<file path="src/rtl/sc_scbc_rba.sv">
// sc_scbc_rba: round-robin register bus arbiter for two masters with independent write and read channels
module sc_scbc_rba #(
  parameter int ADDR_WIDTH = 32
) (
  input  logic                  SYSCLK,
  input  logic                  SYSRSTB,
  input  logic [ADDR_WIDTH-1:0] M0_WADR,
  input  logic [31:0]           M0_WDAT,
  input  logic [3:0]            M0_WENB,
  output logic                  M0_WWAT,
  output logic                  M0_WERR,
  input  logic [ADDR_WIDTH-1:0] M0_RADR,
  input  logic                  M0_RENB,
  output logic                  M0_RWAT,
  output logic [31:0]           M0_RDAT,
  output logic                  M0_RERR,
  input  logic [ADDR_WIDTH-1:0] M1_WADR,
  input  logic [31:0]           M1_WDAT,
  input  logic [3:0]            M1_WENB,
  output logic                  M1_WWAT,
  output logic                  M1_WERR,
  input  logic [ADDR_WIDTH-1:0] M1_RADR,
  input  logic                  M1_RENB,
  output logic                  M1_RWAT,
  output logic [31:0]           M1_RDAT,
  output logic                  M1_RERR,
  output logic [ADDR_WIDTH-1:0] S_WADR,
  output logic [31:0]           S_WDAT,
  output logic [3:0]            S_WENB,
  input  logic                  S_WWAT,
  input  logic                  S_WERR,
  output logic [ADDR_WIDTH-1:0] S_RADR,
  output logic                  S_RENB,
  input  logic                  S_RWAT,
  input  logic [31:0]           S_RDAT,
  input  logic                  S_RERR
);
  typedef enum logic {R_IDLE, R_WAIT} rstate_e;
  rstate_e               st_q, st_d;
  logic [1:0]            pend_q, pend_d;
  logic [ADDR_WIDTH-1:0] padr0_q, padr0_d, padr1_q, padr1_d;
  logic                  own_q, own_d, rlast_q, rlast_d;
  logic                  wlock_q, wlock_d, wown_q, wown_d, wlast_q, wlast_d;
  logic                  wreq0, wreq1, wg, wact;
  logic                  c0, c1, sel, v0, v1, idle;
  // write grant: lock holds the owner through a stalled write, otherwise round-robin on ties
  always_comb begin
    wreq0 = SYSRSTB && (|M0_WENB);
    wreq1 = SYSRSTB && (|M1_WENB);
    wg = wlock_q ? wown_q : (wreq0 && wreq1) ? ~wlast_q : wreq1;
    wact = wg ? wreq1 : wreq0;
    S_WADR = wact ? (wg ? M1_WADR : M0_WADR) : '0;
    S_WDAT = wact ? (wg ? M1_WDAT : M0_WDAT) : '0;
    S_WENB = wact ? (wg ? M1_WENB : M0_WENB) : '0;
    M0_WWAT = wreq0 && (wg ? 1'b1 : S_WWAT);
    M1_WWAT = wreq1 && (wg ? S_WWAT : 1'b1);
    M0_WERR = wact && !wg && S_WERR;
    M1_WERR = wact && wg && S_WERR;
    wlock_d = wact && S_WWAT;
    wown_d = wg;
    wlast_d = (wact && !S_WWAT) ? wg : wlast_q;
  end
  // read FSM: issue from idle, track the owner until its data cycle, park other strobes in pend
  always_comb begin
    st_d = st_q;
    pend_d = pend_q;
    padr0_d = padr0_q;
    padr1_d = padr1_q;
    own_d = own_q;
    rlast_d = rlast_q;
    S_RENB = 1'b0;
    S_RADR = '0;
    M0_RWAT = pend_q[0];
    M1_RWAT = pend_q[1];
    M0_RDAT = '0;
    M1_RDAT = '0;
    M0_RERR = 1'b0;
    M1_RERR = 1'b0;
    idle = st_q == R_IDLE;
    c0 = SYSRSTB && (pend_q[0] || M0_RENB);
    c1 = SYSRSTB && (pend_q[1] || M1_RENB);
    sel = (c0 && c1) ? ~rlast_q : c1;
    v0 = SYSRSTB && M0_RENB && !pend_q[0] && (idle || own_q);
    v1 = SYSRSTB && M1_RENB && !pend_q[1] && (idle || !own_q);
    if (idle) begin
      if (c0 || c1) begin
        S_RENB = 1'b1;
        S_RADR = sel ? (pend_q[1] ? padr1_q : M1_RADR) : (pend_q[0] ? padr0_q : M0_RADR);
        st_d = R_WAIT;
        own_d = sel;
      end
    end else begin
      M0_RWAT = own_q ? pend_q[0] : S_RWAT;
      M1_RWAT = own_q ? S_RWAT : pend_q[1];
      if (!S_RWAT) begin
        M0_RDAT = own_q ? '0 : S_RDAT;
        M1_RDAT = own_q ? S_RDAT : '0;
        M0_RERR = !own_q && S_RERR;
        M1_RERR = own_q && S_RERR;
        st_d = R_IDLE;
        rlast_d = own_q;
      end
    end
    if (v0 && !(idle && !sel)) begin
      pend_d[0] = 1'b1;
      padr0_d = M0_RADR;
    end
    if (v1 && !(idle && sel)) begin
      pend_d[1] = 1'b1;
      padr1_d = M1_RADR;
    end
    if (idle && (c0 || c1)) pend_d[sel] = 1'b0;
  end
  // state registers; both last-grant registers reset to M1 so M0 wins the first tie
  always_ff @(posedge SYSCLK or negedge SYSRSTB) begin
    if (!SYSRSTB) begin
      st_q <= R_IDLE;
      pend_q <= '0;
      padr0_q <= '0;
      padr1_q <= '0;
      own_q <= 1'b0;
      rlast_q <= 1'b1;
      wlock_q <= 1'b0;
      wown_q <= 1'b0;
      wlast_q <= 1'b1;
    end else begin
      st_q <= st_d;
      pend_q <= pend_d;
      padr0_q <= padr0_d;
      padr1_q <= padr1_d;
      own_q <= own_d;
      rlast_q <= rlast_d;
      wlock_q <= wlock_d;
      wown_q <= wown_d;
      wlast_q <= wlast_d;
    end
  end
endmodule

</file>
<file path="config.mk">
export PLATFORM = sky130hd
export DESIGN_NAME = sc_scbc_rba
export DESIGN_NICKNAME = d
export VERILOG_FILES = /design/src/rtl/sc_scbc_rba.sv
export SDC_FILE = /design/constraint.sdc
export NUM_CORES = 1
export LEC_CHECK = 0
export ABC_AREA = 0
export BUFFER_PORTS_ARGS = -buffer_cell sky130_fd_sc_hd__buf_4
export CAP_MARGIN = 20
export CORE_AREA = 2 2 160 162
export CTS_CLUSTER_DIAMETER = 40
export CTS_CLUSTER_SIZE = 28
export DETAILED_ROUTE_END_ITERATION = 6
export DIE_AREA = 0 0 162 164
export GPL_ROUTABILITY_DRIVEN = 0
export RECOVER_POWER = 25
export SLEW_MARGIN = 20
export SYNTH_ARGS = -nofsm -noshare
export SYNTH_HDL_FRONTEND = slang
export SYNTH_SLANG_ARGS = --single-unit
</file>
<file path="constraint.sdc">
create_clock -name SYSCLK -period 2.18 [get_ports SYSCLK]
set_clock_uncertainty 0.2 [all_clocks]
set_input_delay 0.218 -clock SYSCLK [delete_from_list [all_inputs] [get_ports SYSCLK]]
set_output_delay 0.218 -clock SYSCLK [all_outputs]
set_load 0.02 [all_outputs]
</file>
==> flow_metrics.env <==
export IMPL_relSlewSlack=0.370
export IMPL_remaining_drc_errors=0
export IMPL_yosysWarningCount=0
export IMPL_synthCells=502
export IMPL_drtIter0Drc=278
export IMPL_cts_buffers=9
export IMPL_die_y_um=164
export IMPL_dp_cells=1241
export IMPL_period_minus_slack_ps=2450
export IMPL_critPathMaxFanout=19
export IMPL_r2r_start="pend_q[0]"
export IMPL_leakage_nw=5.21
export IMPL_slew_viol_final=0
export IMPL_drive_above_1_share=0.554
export IMPL_timing_rr_end="padr1_q[0]"
export IMPL_htree_levels=3
export IMPL_gr_usage_all_layers=0.187
export IMPL_syn_num_nets=742
export IMPL_max_cap_violations=0
export IMPL_maxClockFrequency_mhz=409
export IMPL_rows=58
export IMPL_hold_path_class="in -> reg"
export IMPL_setup_ws_ps=-267
export IMPL_clk_latency_ps=350
export IMPL_crit_arrival_ps=2030
export IMPL_ant_nets=0
export IMPL_ctsRootBufferMaster="clkbuf_16"
export IMPL_hold_ws_ps=40.9
export IMPL_final_common_cell="buf_4"
export IMPL_hold_start="M1_RENB"
export IMPL_viasPerCell=4.54
export IMPL_start_kind="flop"
export IMPL_path_clk_slew_ps=60
export IMPL_avgRoutedWirePerCell_um=20.0
export IMPL_boundaryPins=413
export IMPL_worst_setup_path_type="reg -> out"
export IMPL_synthesis_area_um2=5090
export IMPL_end_kind="primary output"
export IMPL_synthToLayoutAreaGrowth_pct=115
export IMPL_dpl_worst_slack_ps=-91.0
export IMPL_dieArea_um2=26600
export IMPL_grt_pass1_wl_mm=37.5
export IMPL_critPathSlowestCell="dfstp_1"
export IMPL_core_area_um2=24800
export IMPL_wl_mm=27.1
export IMPL_cpPeakStageDelay_ps=570
export IMPL_cp_common_cell="buf_12"
export IMPL_required_ps=1760
export IMPL_status="complete, but fails checks"
export IMPL_r2r_worst_path_cells=5
export IMPL_power_density_nw_per_um2=900
export IMPL_stdcell_count=1352
export IMPL_total_power_mw=9.83
export IMPL_cts_sinks=72
export IMPL_grt_overflow_total=0
export IMPL_synth_area_per_cell_um2=10.1
export IMPL_fin_area_um2=10900
export IMPL_grt_pass1_vias=6148
export IMPL_place_area_um2=9060
export IMPL_io_buffers=412
export IMPL_start_util=0.205
export IMPL_finalHoldViolCount=0
export IMPL_dp_hpwl_mm=20.4
export IMPL_rsz0062_at_grt="yes"
export IMPL_yosysSeqAreaShare=0.354
export IMPL_final_nets=1256
export IMPL_vias=6136
export IMPL_die_w_um=162
export IMPL_firstDrtPassIters=4
export IMPL_ctsLongestPathBuffers=2
export IMPL_hold_depth=3
export IMPL_synth_top_area_cell="dfrtp_1"
export IMPL_violations="negative setup slack"
export IMPL_yosysTopAreaCellShare=0.344
export IMPL_cts_tree="done"
export IMPL_tightest_slew_ps=945
export IMPL_layout_common_cells="368 x buf_4, 88 x buf_6, 70 x dlygate4sd3_1"
export IMPL_crit_chain="or3_4 -> nor3b_4 -> buf_12 -> buf_12 -> a22o_1 -> buf_6"
export IMPL_netlist_top_cells_area="dfrtp_1 34%, mux2_1 14%, a22o_1 11%"
export IMPL_grt_max_degree=68
export IMPL_antenna_found_initial=2
export IMPL_synth_seq_cells=72
export IMPL_final_period_utilization=1.12
export IMPL_synth_cell_types=33
export IMPL_rrSetupSlack_ps=70
export IMPL_whs_endpoint="pend_q[1]"
export IMPL_ir_drop_v=0.000613
export IMPL_setup_viol=104
-- cell usage after synthesis, drive strengths merged --
| cell | number |
|---|---|
| inv | 3 |
| a211oi | 64 |
| nor3 | 2 |
| nand2 | 6 |
| clkinv | 1 |
| clkbuf | 19 |
| and2 | 69 |
| o21ai | 2 |
| a21oi | 3 |
| dfrtp | 70 |
| a31oi | 2 |
| o21a | 3 |
| a21o | 2 |
| or3 | 2 |
| mux2 | 66 |
| nor3b | 2 |
| a32o | 4 |
| nand2b | 1 |
| o31ai | 1 |
| mux2i | 32 |
| dfstp | 2 |
| nor2b | 34 |
| o41ai | 5 |
| buf | 31 |
| nand3 | 1 |
| nor2 | 11 |
| a22o | 64 |
-- logic make-up after synthesis --
logic type / share of synthesized area
AO/OA/AOI/OAI: 0.241
buffers and inverters: 0.0462
flip-flops: 0.354
multiplexers: 0.209
AND/OR/NAND/NOR: 0.150
-- critical path, delay by kind of cell, from the launching register on --
family / cells / cell delay [ps]
simple gates: 2 / 440
flops: 1 / 570
compound gates: 1 / 190
buf+inv: 3 / 490
-- repair_timing --
item                       4_1_cts  5_1_grt
cloned                           4        5
gates resized for setup        107       23
setup endpoints to repair      104      187
setup buffers                   12        6
pin swaps                       18       29
hold buffers                    70        0
hold endpoints to repair       138        0
-- stage by stage --
step | util | setup TNS [ps]
finish | 0.440 | -20750
global route | 0.440 | -30110
CTS | 0.431 | -21610
detailed placement | 0.365 | -2980
global placement | 0.365 | -3350
floorplan | - | 0
-- state kept, by name, summed over array words and instances (netlist names) --
name / flops
padr0_q: 32
padr1_q: 32
pend_q: 2
own_q: 1
rlast_q: 1
st_q: 1
wlast_q: 1
wlock_q: 1
wown_q: 1
-- metal layers --
metal	GRT usage	routed length, µm	vias up
met1	0.244	11600	2956
met5	0	13	-
met3	0.0543	2030	24
met4	0.0515	513	2
li1	-	-	2922
met2	0.301	12900	232
-- worst max-delay path by stage --
stage | startpoint | end | slack (ps)
floorplan | pend_q[0] | S_RADR[15] | 3
finish | wlast_q | S_WADR[18] | -270
CTS | pend_q[0] | S_RADR[22] | -270
detailed placement | M0_WENB[0] | S_WDAT[30] | -90
global route | pend_q[0] | S_RADR[12] | -340
global placement | M1_WENB[0] | S_WDAT[30] | -90
-- layout make-up --
| class | instances | area [µm²] |
|---|---|---|
| antenna | 1 | 2.50 |
| clock buffer | 11 | 243 |
| clock inverter | 5 | 41.3 |
| fill | 2374 | 13900 |
| inverter | 4 | 15.0 |
| multi-input combinational | 376 | 3410 |
| sequential | 72 | 1810 |
| tap | 330 | 413 |
| timing repair buffer | 553 | 4990 |
-- report_power, final --
group | switching (mW) | total, mW | internal [mW]
Clock | 0.634 | 1.45 | 0.813
Combinational | 2.98 | 6.04 | 3.06
Sequential | 0.346 | 2.35 | 2.00
(Power assumes the default switching activity.)
